## src/rtl/haar_cascade_stage_evaluator.sv

```systemverilog
// haar_cascade_stage_evaluator: per-window Haar cascade stage accumulator and thresholder with saturating sums.
// CASCADE_EARLY_REJECT_EN: when defined, a failing stage drains the rest of the window instead of evaluating on.
module haar_cascade_stage_evaluator #(
  parameter int DATA_WIDTH  = 12,
  parameter int ACC_WIDTH   = 20,
  parameter int NUM_STAGES  = 10,
  parameter int STAGE_IDX_W = 4
) (
  input  logic                   clk_fpga,
  input  logic                   reset_fpga,
  input  logic                   i_start,
  input  logic                   i_valid,
  output logic                   o_ready,
  input  logic [DATA_WIDTH-1:0]  i_leaf_value,
  input  logic                   i_end_tree,
  input  logic                   i_end_stage,
  input  logic                   i_end_window,
  input  logic [DATA_WIDTH-1:0]  i_stage_threshold,
  output logic                   o_busy,
  output logic                   o_done,
  output logic                   o_candidate,
  output logic [STAGE_IDX_W-1:0] o_stage_reached
);
`ifdef CASCADE_EARLY_REJECT_EN
  localparam bit EARLY_REJECT = 1'b1;
`else
  localparam bit EARLY_REJECT = 1'b0;
`endif
  localparam logic [STAGE_IDX_W-1:0] LAST = STAGE_IDX_W'(NUM_STAGES - 1);
  localparam logic [STAGE_IDX_W-1:0] ALL = STAGE_IDX_W'(NUM_STAGES);
  localparam logic signed [ACC_WIDTH-1:0] ACC_MAX = {1'b0, {(ACC_WIDTH-1){1'b1}}};
  localparam logic signed [ACC_WIDTH-1:0] ACC_MIN = {1'b1, {(ACC_WIDTH-1){1'b0}}};

  typedef enum logic [2:0] {IDLE, ACCUM, EVAL, DRAIN, DONE} state_t;
  state_t state, state_nx;

  logic signed [ACC_WIDTH-1:0]  acc;
  logic signed [ACC_WIDTH-1:0]  acc_sat;
  logic signed [ACC_WIDTH-1:0]  thr_ext;
  logic signed [ACC_WIDTH:0]    sum;
  logic signed [DATA_WIDTH-1:0] leaf;
  logic signed [DATA_WIDTH-1:0] thr;
  logic [STAGE_IDX_W-1:0]       stage;
  logic [STAGE_IDX_W-1:0]       first_fail;
  logic [7:0]                   tree_cnt;
  logic                         win_end;
  logic                         fail_seen;
  logic                         accept;
  logic                         beat_end;
  logic                         pass;
  logic                         is_last;
  logic                         any_fail;
  logic                         early_fail;
  logic                         finish;
  logic                         unused_tree_cnt;

  assign o_ready = (state == ACCUM) | (state == DRAIN);
  assign o_busy = state != IDLE;
  assign o_done = state == DONE;
  assign accept = i_valid & o_ready;
  assign beat_end = i_end_stage | i_end_window;
  assign leaf = i_leaf_value;
  assign sum = (ACC_WIDTH+1)'(acc) + (ACC_WIDTH+1)'(leaf);
  assign acc_sat = (sum[ACC_WIDTH] != sum[ACC_WIDTH-1]) ? (sum[ACC_WIDTH] ? ACC_MIN : ACC_MAX) : sum[ACC_WIDTH-1:0];
  assign thr_ext = ACC_WIDTH'(thr);
  assign pass = acc >= thr_ext;
  assign is_last = stage == LAST;
  assign any_fail = fail_seen | ~pass;
  assign early_fail = EARLY_REJECT & ~pass;
  // o_stage_reached doubles as the first-failure latch once fail_seen is set
  assign first_fail = fail_seen ? o_stage_reached : stage;
  assign finish = early_fail | is_last | win_end;
  assign unused_tree_cnt = ^tree_cnt;

  always_comb begin
    state_nx = state;
    case (state)
      IDLE:    state_nx = i_start ? ACCUM : IDLE;
      ACCUM:   state_nx = (accept && beat_end) ? EVAL : ACCUM;
      EVAL:    state_nx = !finish ? ACCUM : (win_end ? DONE : DRAIN);
      DRAIN:   state_nx = (accept && i_end_window) ? DONE : DRAIN;
      default: state_nx = IDLE;
    endcase
  end

  always_ff @(posedge clk_fpga or negedge reset_fpga)
    if (!reset_fpga) begin
      state <= IDLE;
      acc <= '0;
      thr <= '0;
      stage <= '0;
      win_end <= 1'b0;
      fail_seen <= 1'b0;
      tree_cnt <= '0;
      o_candidate <= 1'b0;
      o_stage_reached <= '0;
    end else begin
      state <= state_nx;
      if (state == IDLE && i_start) begin
        acc <= '0;
        stage <= '0;
        win_end <= 1'b0;
        fail_seen <= 1'b0;
        tree_cnt <= '0;
        o_candidate <= 1'b0;
        o_stage_reached <= '0;
      end else if (state == ACCUM && accept) begin
        acc <= acc_sat;
        tree_cnt <= tree_cnt + 8'(i_end_tree);
        if (beat_end) begin
          thr <= i_stage_threshold;
          win_end <= i_end_window;
        end
      end else if (state == EVAL) begin
        o_candidate <= is_last & ~any_fail;
        o_stage_reached <= any_fail ? first_fail : (is_last ? ALL : stage + 1'b1);
        fail_seen <= any_fail;
        if (!finish) begin
          stage <= stage + 1'b1;
          acc <= '0;
        end
      end
    end
endmodule
```

## config.mk

```make
export PLATFORM = sky130hd
export DESIGN_NAME = haar_cascade_stage_evaluator
export DESIGN_NICKNAME = d
export VERILOG_FILES = /design/src/rtl/haar_cascade_stage_evaluator.sv
export SDC_FILE = /design/constraint.sdc
export NUM_CORES = 1
export LEC_CHECK = 0
export BUFFER_PORTS_ARGS = -buffer_cell sky130_fd_sc_hd__buf_4
export CORE_ASPECT_RATIO = 0.5
export CORE_MARGIN = 2
export CORE_UTILIZATION = 35
export DETAILED_ROUTE_END_ITERATION = 10
export HOLD_SLACK_MARGIN = 0.06
export PLACE_DENSITY_LB_ADDON = 0.15
export SLEW_MARGIN = 0
export SYNTH_ARGS = -nofsm -noshare
export SYNTH_HDL_FRONTEND = slang
export SYNTH_SLANG_ARGS = --single-unit
```

## constraint.sdc

```tcl
create_clock -name clk_fpga -period 7.66 [get_ports clk_fpga]
set_input_delay 1.532 -clock clk_fpga [delete_from_list [all_inputs] [get_ports clk_fpga]]
set_output_delay 1.532 -clock clk_fpga [all_outputs]
set_load 0.05 [all_outputs]
```

==> impl.org <==
** STA
- Setup TNS :: 0 ns
- Setup slack on the critical path of the routed design comes to 3.51 ns.
- Subtracting the final worst setup slack from the clock period gives 4.15 ns.
- Final hold violations :: 0
- Measured against its own limit, the worst slew margin works out to 46.3%.
- Setup repair after global routing left no endpoint under its margin.
- Static timing analysis puts the maximum clock frequency at 241 MHz.
- After layout, the worst path uses 54.2% of the clock period.
- Least-Margin Pin Slew :: 0.804 ns
- Number of pins with negative max-slew slack in the final report :: 0
- For the final database, setup skew stands at 0.00721 ns.
- Setup violations remaining at the end of the flow were counted as 0.

** Global routing
- Number of global-route vias before repair :: 3,052
- Global routing consumed, on the met2 layer, 23.9% of the routing resources.
- After global routing, the most crowded layer is met1.
- Initial antenna violation count :: 0
- Gr usage total :: 16.7%
- M3 GR Usage :: 3.51%
- The total overflow left after global routing is 0.
- In the global route stage, met1 resource usage came out at 25.7%.
- Entering global routing, the biggest net connects 47 pins.
- Global-route wire length before repair :: 15.4 mm

** Worst setup path
- Critical path startpoint category :: input pin
- Data arrival time of the critical path :: 4.38 ns
- Critical path peak fanout :: 21
- The worst setup path is of the input pin to flop kind.
- The worst setup path is captured at a flop.
- Critical Path RT :: 7.89 ns

** Clock tree
- For this design, the CTS-stage hold fixing added 0 buffers.
- The clock passes through at most 2 buffers.
- Clock tree synthesis selected as its root buffer the cell sky130_fd_sc_hd__clkbuf_16.
- Total of cells resized after clock tree synthesis :: 0
- In this run, CTS created clock tree buffers numbering 5.
- TritonCTS built the clock tree.
- Number of clock sinks seen by CTS :: 46
- Reg clk slew, reported paths :: 0.06 ns
- Post-CTS timing repair inserted 0 buffers for setup.
- Total number of H-tree levels :: 2
- For the worst-skew pair, the clock arrives at the later sink with an insertion delay of 0.30 ns.

** Power and ir drop
- The share of total power dissipated in sequential elements is 23.9%.
- Internal power comes to 910 uW.
- The clock network accounts for 17.6% of the total power.
- Switching component of the power :: 753 uW
- P per Cell Area :: 386 nW/um2
- Combinational logic is responsible for 58.5% of the overall power.
- Switching part of the total :: 45.3%
- Final Power :: 1660 uW
- Summed over all cells, the static leakage comes to 0.00198 uW.
- VDD IR max :: 0.000137 V

** Die
- Die footprint :: 11,500 um2
- For this configuration, the core starts out at a cell density of 36.2%.
- In this run the vertical extent of the chip is 76.9 um.
- The core region is 10,300 um2.
- Placement row count :: 26
- X dimension of the die :: 150 um
- For this design the top-level I/O count stands at 39.

** Layout
- For this run, the post-layout net count is 523.
- Fill cell instance count of the final layout :: 1,043
- 0 antenna diodes ended up in the layout.
- Relative to the synthesized area, the layout overhead comes to 15.7%.
- The post-route netlist has 14.7% of its cells at a drive strength greater than 1.

** Detailed routing
- In the routed design, unresolved DRC markers number 0.
- Antenna violation net count after detailed routing :: 0
- DRC violation total after the first TritonRoute iteration :: 181
- Vias per cell :: 5.37
- WL/cell :: 15.1 um
- The first detailed-routing pass took 4 iterations.
- Count of vias placed by the detailed router :: 3,168
- Wirelength, routed :: 8.92 mm

** Logic synthesis
- Share of async-settable or async-resettable flops after synthesis :: 100%
- Net count after synthesis :: 490
- Netlist area before placement :: 3720 um2
- Post-synth cell types :: 62
- Number of standard cells after synthesis :: 416
- EDFF count, synth :: 0
- For this run, the number of Yosys warnings is 0.
- The share of the Yosys chip area taken by registers is 30.9%.
- Top flip-flop cell by instance count after synthesis :: sky130_fd_sc_hd__dfrtp_1
- Syn_area_per_cell :: 8.94 um2
- Counting flops and latches in the post-synthesis netlist gives 46.

** Placement
- Final weighted congestion in routability-driven placement :: 0.844
- Count of port buffers added during placement :: 37
- Post-DP HPWL :: 6.88 mm
- Placement-stage worst setup slack :: 3.24 ns

** Run
- Max-cap violations in this run came to 0.

** Worst hold path
- In this run the worst hold path is classified as flop to flop.

** Run status
- Status :: completed
==> synth_stat cells, types with 2 or more instances <==
cell type / n / share of area, %
sky130_fd_sc_hd__a221oi_2: 2 / 0.81
sky130_fd_sc_hd__a22o_1: 2 / 0.47
sky130_fd_sc_hd__a211o_1: 3 / 0.71
sky130_fd_sc_hd__nor2b_1: 6 / 1.0
sky130_fd_sc_hd__a21oi_1: 32 / 4.3
sky130_fd_sc_hd__xor2_1: 7 / 1.6
sky130_fd_sc_hd__a32oi_1: 9 / 2.1
sky130_fd_sc_hd__o21ai_0: 36 / 4.8
sky130_fd_sc_hd__inv_1: 24 / 2.4
sky130_fd_sc_hd__and2_1: 2 / 0.34
sky130_fd_sc_hd__mux2i_1: 2 / 0.54
sky130_fd_sc_hd__nand4_1: 7 / 1.2
sky130_fd_sc_hd__nand2_1: 39 / 3.9
sky130_fd_sc_hd__xnor2_1: 12 / 2.8
sky130_fd_sc_hd__or2_2: 3 / 0.50
sky130_fd_sc_hd__o211ai_1: 8 / 1.6
sky130_fd_sc_hd__buf_4: 2 / 0.40
sky130_fd_sc_hd__or3_1: 2 / 0.34
sky130_fd_sc_hd__ha_1: 42 / 14
sky130_fd_sc_hd__dfrtp_1: 46 / 31
sky130_fd_sc_hd__buf_6: 3 / 0.91
sky130_fd_sc_hd__nor2_1: 19 / 1.9
sky130_fd_sc_hd__o21ai_1: 10 / 1.3
sky130_fd_sc_hd__and3_1: 3 / 0.50
sky130_fd_sc_hd__o211ai_2: 2 / 0.67
sky130_fd_sc_hd__a221o_1: 9 / 2.4
sky130_fd_sc_hd__nor3_1: 10 / 1.3
sky130_fd_sc_hd__nor3b_1: 4 / 0.81
sky130_fd_sc_hd__a21o_1: 6 / 1.2
sky130_fd_sc_hd__clkbuf_1: 4 / 0.40
sky130_fd_sc_hd__a211oi_1: 2 / 0.40
sky130_fd_sc_hd__buf_2: 5 / 0.67
sky130_fd_sc_hd__a31oi_1: 3 / 0.50
sky130_fd_sc_hd__nand3_1: 11 / 1.5
sky130_fd_sc_hd__o21a_1: 4 / 0.81
sky130_fd_sc_hd__nand3b_1: 6 / 1.2
sky130_fd_sc_hd__o32ai_1: 2 / 0.47
sky130_fd_sc_hd__a22oi_1: 3 / 0.61
==> cells by family (layout without fill, tap and decap cells) <==
logic type / Yosys count / in the layout / synth area share, %
compound gates: 143 / 143 / 26.4
buf+inv: 38 / 72 / 4.81
fa+ha+maj: 44 / 44 / 15.0
simple gates: 122 / 122 / 17.3
mux: 4 / 4 / 1.14
flops: 46 / 46 / 30.9
xor+xnor: 19 / 19 / 4.47
==> flip-flops by register name, indices dropped and copies added (netlist names) <==
register         count
state                3
acc                 20
fail_seen            1
win_end              1
thr                 12
o_candidate          1
o_stage_reached      4
stage                4
==> path summary, 6_finish.rpt <==
| check | startpoint | to | slack (ns) | cells after the start |
|---|---|---|---|---|
| max in group asynchronous | reset_fpga | o_stage_reached[2] | 6.00 | 1 |
| min | o_stage_reached[0] | o_stage_reached[0] | 0.50 | 2 |
| min reg2reg | o_stage_reached[0] | o_stage_reached[0] | 0.50 | 2 |
| max reg2reg | acc[6] | acc[13] | 4.41 | 8 |
| min in group asynchronous | reset_fpga | thr[5] | 1.25 | 1 |
| max | i_leaf_value[6] | acc[13] | 3.51 | 9 |
==> layer usage <==
layer / share of wire, % / wire (um) / vias up
met1: 55 / 4940 / 1476
met2: 40 / 3580 / 54
met3: 3.9 / 344 / 7
met5: 0 / 0 / -
li1: - / - / 1631
met4: 0.64 / 57 / 0
==> cells in the final DEF, fill, tap and decap left out, drive strengths merged, types with 2 or more instances in the layout <==
cell / netlist / final
mux2i: 2 / 2
a32oi: 9 / 9
a211oi: 3 / 3
a22o: 2 / 2
inv: 24 / 24
o21a: 4 / 4
and2: 3 / 3
xnor2: 12 / 12
nand3b: 6 / 6
xor2: 7 / 7
o21ai: 46 / 46
a211o: 3 / 3
o211ai: 10 / 10
and3: 3 / 3
o31ai: 2 / 2
o32ai: 2 / 2
a31oi: 3 / 3
bufinv: 0 / 2
nand3: 11 / 11
or3: 2 / 2
mux2: 2 / 2
nand4: 7 / 7
a21o: 6 / 6
a21oi: 32 / 32
clkbuf: 4 / 6
or2: 3 / 3
dfrtp: 46 / 46
nor3b: 5 / 5
buf: 10 / 40
a221oi: 4 / 4
a221o: 9 / 9
nand2: 39 / 39
nor3: 10 / 10
nor2: 20 / 20
ha: 42 / 42
a22oi: 3 / 3
nor2b: 6 / 6
==> metrics by stage <==
stage / instances / hold slack [ns] / cell area (um2) / utilization [%]
after floorplan: 416 / 0.481 / 3720 / -
after global placement: 582 / 0.502 / 4110 / 39.9
after detailed placement: 582 / 0.488 / 4110 / 39.9
after CTS: 590 / 0.502 / 4310 / 41.9
after global routing: 590 / 0.543 / 4310 / 41.9
final: 590 / 0.498 / 4310 / 41.9
==> power by group through the flow <==
stage	Combinational, uW	Clock [uW]	Sequential (uW)
2_1_floorplan	773	0	390
3_3_place_gp	963	0	403
3_5_place_dp	972	0	403
4_1_cts	979	298	398
5_1_grt	1120	309	410
6_report	974	293	397
==> layout make-up <==
type / instances / area (um2) / share of cell area, %
Clock buffer: 6 / 139 / 3.23
Clock inverter: 2 / 60.1 / 1.39
Inverter: 24 / 90.1 / 2.09
Multi-Input combinational cell: 332 / 2390 / 55.5
Sequential cell: 46 / 1150 / 26.7
Tap cell: 140 / 175 / 4.07
Timing Repair Buffer: 40 / 300 / 6.97
==> critical path, stage by stage <==
cell                       delay [ns]
sky130_fd_sc_hd__buf_4           0.11
sky130_fd_sc_hd__ha_1            0.37
sky130_fd_sc_hd__o21ai_1         0.12
sky130_fd_sc_hd__a211o_1         0.34
sky130_fd_sc_hd__a221oi_2        0.43
sky130_fd_sc_hd__a211oi_2        0.13
sky130_fd_sc_hd__nor2_2          0.65
sky130_fd_sc_hd__and3_1          0.52
sky130_fd_sc_hd__a221o_1         0.17
No activity file was read; power rests on OpenSTA's default activity.
